`src/rtl/alu_op_sequencer.sv`:
```
// alu_op_sequencer: runs one reg-reg / reg-imm ALU operation at a time (IDLE->READ->EXEC->WB).
// Latency: handshake at edge N, register write enable high in cycle N+3; one op per 4 cycles.
// Backpressure: cmd_ready low while an op is in flight (ALU_SEQ_CMD_FIFO_EN: low only when queue full).
module alu_op_sequencer #(
    parameter int FIFO_DEPTH = 4
) (
    input  logic        clk,
    input  logic        rst,
    input  logic        cmd_valid,
    output logic        cmd_ready,
    input  logic [3:0]  cmd_op,
    input  logic [4:0]  cmd_rs,
    input  logic [4:0]  cmd_rt,
    input  logic [4:0]  cmd_rd,
    input  logic [4:0]  cmd_shft,
    input  logic        cmd_imm_sel,
    input  logic [31:0] cmd_imm,
    output logic [4:0]  rf_read1,
    output logic [4:0]  rf_read2,
    input  logic [31:0] rf_out1,
    input  logic [31:0] rf_out2,
    output logic        rf_wrtEn,
    output logic [4:0]  rf_wrtAdd,
    output logic [31:0] rf_data,
    output logic [31:0] alu_A,
    output logic [31:0] alu_B,
    output logic [3:0]  alu_op,
    output logic [4:0]  alu_shft,
    input  logic [31:0] alu_Result,
    input  logic        alu_overflow,
    input  logic        alu_lessthan,
    output logic        busy,
    output logic        done,
    output logic        status_overflow,
    output logic        status_lessthan
);

    localparam logic [1:0] IDLE = 2'd0;
    localparam logic [1:0] READ = 2'd1;
    localparam logic [1:0] EXEC = 2'd2;
    localparam logic [1:0] WB   = 2'd3;

    typedef struct packed {
        logic [3:0]  op;
        logic [4:0]  rs;
        logic [4:0]  rt;
        logic [4:0]  rd;
        logic [4:0]  shft;
        logic        imm_sel;
        logic [31:0] imm;
    } cmd_t;

    generate
        if (FIFO_DEPTH < 2 || (FIFO_DEPTH & (FIFO_DEPTH - 1)) != 0) begin : g_bad_depth
            $error("FIFO_DEPTH must be a power of two and at least 2");
        end
    endgenerate

    logic [1:0] state;
    cmd_t       cmd_in;
    cmd_t       cur;
    logic       take;
    cmd_t       take_dat;
    logic       is_addsub;
    logic       is_cmp;
    logic       ovf_q;
    logic       lt_q;
    logic [31:0] wr_dat;

    assign cmd_in = '{op: cmd_op, rs: cmd_rs, rt: cmd_rt, rd: cmd_rd,
                      shft: cmd_shft, imm_sel: cmd_imm_sel, imm: cmd_imm};

`ifdef ALU_SEQ_CMD_FIFO_EN
    localparam int AW = $clog2(FIFO_DEPTH);

    cmd_t        mem [FIFO_DEPTH];
    logic [AW-1:0] wr_ptr;
    logic [AW-1:0] rd_ptr;
    logic [AW:0]   cnt;
    logic [AW:0]   cnt_nxt;
    cmd_t        pop_dat;
    logic        pop_vld;
    logic        pop_vld_nxt;
    logic        push;
    logic        pop;

    // Queue bookkeeping: push whenever not full, pop one entry per idle slot (registered read, no bypass)
    always_comb begin
        push        = cmd_valid && cmd_ready;
        pop         = (state == IDLE) && !pop_vld && (cnt != '0);
        take        = (state == IDLE) && pop_vld;
        take_dat    = pop_dat;
        cnt_nxt     = cnt + {{AW{1'b0}}, push} - {{AW{1'b0}}, pop};
        pop_vld_nxt = pop || (pop_vld && !take);
    end

    // Queue storage; contents need no reset since the count gates every read
    always_ff @(posedge clk) begin
        if (push) begin
            mem[wr_ptr] <= cmd_in;
        end
    end

    // Pointers, occupancy, popped entry and the ready/busy outputs
    always_ff @(posedge clk) begin
        if (rst) begin
            wr_ptr    <= '0;
            rd_ptr    <= '0;
            cnt       <= '0;
            pop_dat   <= '0;
            pop_vld   <= 1'b0;
            cmd_ready <= 1'b1;
            busy      <= 1'b0;
        end else begin
            if (push) begin
                wr_ptr <= wr_ptr + 1'b1;
            end
            if (pop) begin
                pop_dat <= mem[rd_ptr];
                rd_ptr  <= rd_ptr + 1'b1;
            end
            cnt       <= cnt_nxt;
            pop_vld   <= pop_vld_nxt;
            cmd_ready <= (cnt_nxt != (AW+1)'(FIFO_DEPTH));
            busy      <= take || (state == READ) || (state == EXEC)
                         || (cnt_nxt != '0) || pop_vld_nxt;
        end
    end
`else
    assign take     = (state == IDLE) && cmd_valid && cmd_ready;
    assign take_dat = cmd_in;

    // Ready drops on acceptance and returns as WB retires; busy is its complement over the op lifetime
    always_ff @(posedge clk) begin
        if (rst) begin
            cmd_ready <= 1'b1;
            busy      <= 1'b0;
        end else if (take) begin
            cmd_ready <= 1'b0;
            busy      <= 1'b1;
        end else if (state == WB) begin
            cmd_ready <= 1'b1;
            busy      <= 1'b0;
        end
    end
`endif

    // Flag qualification: an X or stray flag from the ALU only matters for the ops that define it
    always_comb begin
        is_addsub = (cur.op == 4'd0) || (cur.op == 4'd1);
        is_cmp    = (cur.op == 4'd7) || (cur.op == 4'd8);
        ovf_q     = 1'b0;
        if (is_addsub && alu_overflow) begin
            ovf_q = 1'b1;
        end
        lt_q = 1'b0;
        if (alu_lessthan) begin
            lt_q = 1'b1;
        end
        wr_dat = is_cmp ? {31'b0, lt_q} : alu_Result;
    end

    // Main sequencer: latch command, register operands, capture result, issue the single write
    always_ff @(posedge clk) begin
        if (rst) begin
            state           <= IDLE;
            cur             <= '0;
            rf_read1        <= '0;
            rf_read2        <= '0;
            alu_A           <= '0;
            alu_B           <= '0;
            alu_op          <= '0;
            alu_shft        <= '0;
            rf_wrtEn        <= 1'b0;
            rf_wrtAdd       <= '0;
            rf_data         <= '0;
            done            <= 1'b0;
            status_overflow <= 1'b0;
            status_lessthan <= 1'b0;
        end else begin
            rf_wrtEn <= 1'b0;
            done     <= 1'b0;
            case (state)
                IDLE: begin
                    if (take) begin
                        cur      <= take_dat;
                        rf_read1 <= take_dat.rs;
                        rf_read2 <= take_dat.rt;
                        state    <= READ;
                    end
                end
                READ: begin
                    alu_A    <= rf_out1;
                    alu_B    <= cur.imm_sel ? cur.imm : rf_out2;
                    alu_op   <= cur.op;
                    alu_shft <= cur.shft;
                    state    <= EXEC;
                end
                EXEC: begin
                    rf_wrtAdd <= cur.rd;
                    rf_data   <= wr_dat;
                    rf_wrtEn  <= (cur.rd != 5'd0) && !ovf_q;
                    done      <= 1'b1;
                    if (ovf_q) begin
                        status_overflow <= 1'b1;
                    end
                    if (is_cmp) begin
                        status_lessthan <= lt_q;
                    end
                    state <= WB;
                end
                WB: begin
                    state <= IDLE;
                end
                default: begin
                    state <= IDLE;
                end
            endcase
        end
    end

endmodule
```
`config.mk`:
```
export PLATFORM = sky130hd
export DESIGN_NAME = alu_op_sequencer
export DESIGN_NICKNAME = d
export VERILOG_FILES = /design/src/rtl/alu_op_sequencer.sv
export SDC_FILE = /design/constraint.sdc
export NUM_CORES = 1
export LEC_CHECK = 0
export BUFFER_PORTS_ARGS = -buffer_cell sky130_fd_sc_hd__buf_2
export CAP_MARGIN = 5
export CORE_MARGIN = 3
export CORE_UTILIZATION = 44
export CTS_BUF_LIST = sky130_fd_sc_hd__clkbuf_8
export DETAILED_ROUTE_END_ITERATION = 10
export PLACE_DENSITY = 0.88
export SLEW_MARGIN = 20
export SYNTH_ARGS = -nofsm -noshare
export SYNTH_HDL_FRONTEND = slang
export SYNTH_SLANG_ARGS = --single-unit
```
`constraint.sdc`:
```
create_clock -name clk -period 1.7 [get_ports clk]
set_clock_uncertainty 0.2 [all_clocks]
set_input_delay 0.34 -clock clk [delete_from_list [all_inputs] [get_ports clk]]
set_output_delay 0.34 -clock clk [all_outputs]
set_load 0.03 [all_outputs]
```
==> results_dict.tcl <==
set metrics [dict create \
    status "finished, final reports clean" \
    ys_ff_latch 175 \
    n_antenna_cell 0 \
    dp_hpwl_mm 13.02 \
    grt_pass1_vias 7031 \
    clock_path_buffers 2 \
    coreArea_sq_um 14150 \
    synthesis.area_sq_um 6506 \
    vdd_drop_max_uv 924.7 \
    final.period_utilization_pct 96.99 \
    hold_class "input port to flip-flop" \
    io_pins 284 \
    clk_pin_slew_ps 90 \
    fmax_mhz 606.5 \
    antenna_found_initial 0 \
    grt_pass1_wl_mm 35.09 \
    register_area_sq_um 3505 \
    fill_cells 912 \
    yosys_warnings 0 \
    drt-pass1-iter-count 5 \
    startpoint_type "flip-flop" \
    area_growth_pct 53.56 \
    drt-total-wl_mm 22.69 \
    die_w_um 127.6 \
    initial_utilization_pct 45.98 \
    io_buffers 283 \
    drive_gt1_share_pct 31.07 \
    critPathMaxFanout 21 \
    cp.required_ps 1850 \
    worstSetupEndpointType "flip-flop" \
    wl_per_cell_um 17.28 \
    drtIter0Drc 422 \
    ant_nets 0 \
    cts_tree "built" \
    setup_viol 0 \
    p_per_area_nw_per_um2 1502 \
    finalMaxSlewViolations 0 \
    arrival_ps 1800 \
    slew_headroom_pct 64.75 \
    place.gp.congestion 0.8394 \
    p_leak_nw 4.437 \
    numClockSinks 175 \
    grt_use_total_pct 26.77 \
    rows 43 \
    cap_violations 0 \
    dieArea_sq_um 16280 \
    drc 0 \
    post_cts_buffers 0 \
    yosysUniqueCellTypes 25 \
    mostFrequentLayoutCell "buf_2" \
    clock_latency_ps 440 \
    fin_util_pct 70.61 \
    hold_violations 0 \
    ys_seq_area_share_pct 53.85 \
    fin_cells 1313 \
    dpl.cell_count 1158 \
    layout_common_cells "buf_2, dfxtp_1, nand2_1" \
    finalPower_mw 15.00 \
    numCtsBuffers 17 \
    fin_crit_ps 1649 \
    globalRouteOverflowTotal 0 \
    grt_max_degree 48 \
    nets 1283 \
    syn_area_per_cell_sq_um 8.949 \
    cts_max_level 4 \
    dieHeight_um 127.6 \
    postSynthNetCount 890 \
    via_count 7090 \
    synth_cells 727 \
    clockRootBuffer "clkbuf_8" \
    worst_pin_slew_ps 521.3 \
    avgViaCountPerCell 5.400 \
    worstSetupPathType "flip-flop to flip-flop" \
    multi_input_area_sq_um 2778 \
]
==> stage by stage <==
stage / hold slack [ps] / TNS, ps / setup WS (ps) / area [sq um]
floorplan: 236.0 / 0 / 0.1398 / 6515
global placement: 236.9 / 0 / 30.71 / 8309
detailed placement: 244.7 / -4.365 / -4.365 / 8309
CTS: 2.899 / 0 / 44.65 / 9953
global route: 10.28 / -3.946 / -3.946 / 9991
finish: 34.71 / 0 / 51.16 / 9991
==> registers in the layout (all words and copies together) (netlist names), 2 cells and up <==
name       count
cur           47
alu_shft       5
alu_B         32
state          2
rf_data       32
rf_read1       5
rf_read2       5
alu_A         32
alu_op         4
rf_wrtAdd      5
==> synthesized netlist by cell type <==
master | n | area, sq um
and3_1 | 2 | 12.51
a211oi_1 | 33 | 247.7
inv_1 | 2 | 7.510
a21bo_2 | 1 | 10.01
mux2i_1 | 80 | 800.8
nor4b_1 | 1 | 8.760
nand4b_1 | 1 | 8.760
a21boi_1 | 1 | 7.510
o31a_1 | 1 | 8.760
a21oi_1 | 91 | 455.4
clkinv_1 | 1 | 3.750
ha_1 | 5 | 62.56
or4b_1 | 1 | 10.01
nor2_1 | 87 | 326.6
nor4_1 | 1 | 6.260
nand4_1 | 31 | 193.9
nand2b_1 | 3 | 18.77
buf_2 | 13 | 65.06
or4_1 | 1 | 7.510
buf_1 | 9 | 33.78
o21bai_1 | 1 | 7.510
clkbuf_1 | 40 | 150.1
nand2_1 | 145 | 544.3
nand3_1 | 1 | 5.000
dfxtp_1 | 175 | 3503
==> power breakdown <==
part | internal [mW] | switching [mW]
clock network | 1.56 | 1.45
registers | 5.13 | 0.597
logic | 2.30 | 3.97
total | 8.98 | 6.02
==> worst max-delay path, stage by stage (launching register included) <==
cell	delay (ps)
dfxtp_1	350
inv_2	100
ha_2	200
and3_4	250
buf_12	170
nand2_1	100
a21oi_1	190
==> final cells by class <==
class                           count  share of cell area [%]
Sequential cell                   175                   35.08
Timing Repair Buffer              436                   30.56
Multi-Input combinational cell    487                   27.80
Clock buffer                       20                   2.755
Tap cell                          180                   2.254
Clock inverter                     12                   1.440
Inverter                            3                  0.1127
==> final timing paths <==
kind               startpoint           to  slack (ps)  cells after the start
hold / removal    rf_out2[10]    alu_B[10]          30                      3
setup reg to reg     state[1]  rf_read1[3]          50                      6
setup / recovery     state[1]  rf_read1[3]          50                      6
hold reg to reg        cur[0]       cur[0]         260                      2
==> routing by layer <==
layer	vias up	share of wire, %	global-route usage, %
met5	-	0	0
met4	0	4.8	14.86
met3	91	9.1	7.651
met2	439	51	46.95
met1	3297	35	28.95
li1	3263	-	-
==> what timing repair did <==
item | in CTS | in global routing
endpoints found under the hold margin | 122 | 0
gates cloned | 0 | 1
gates resized for setup | 1 | 5
setup endpoints to repair | 2 | 44
hold buffers | 122 | 0
==> logic make-up after synthesis <==
kind of cell	Yosys count	share of synthesized area (%)
AOI/OAI and AO/OA	128	11.33
and+or+nand+nor	274	17.56
DFF	175	53.85
muxes	80	12.31
buffers and inverters	65	4.000
adders and majority gates	5	0.9615
Note: power is estimated with default switching activity, not from simulation.
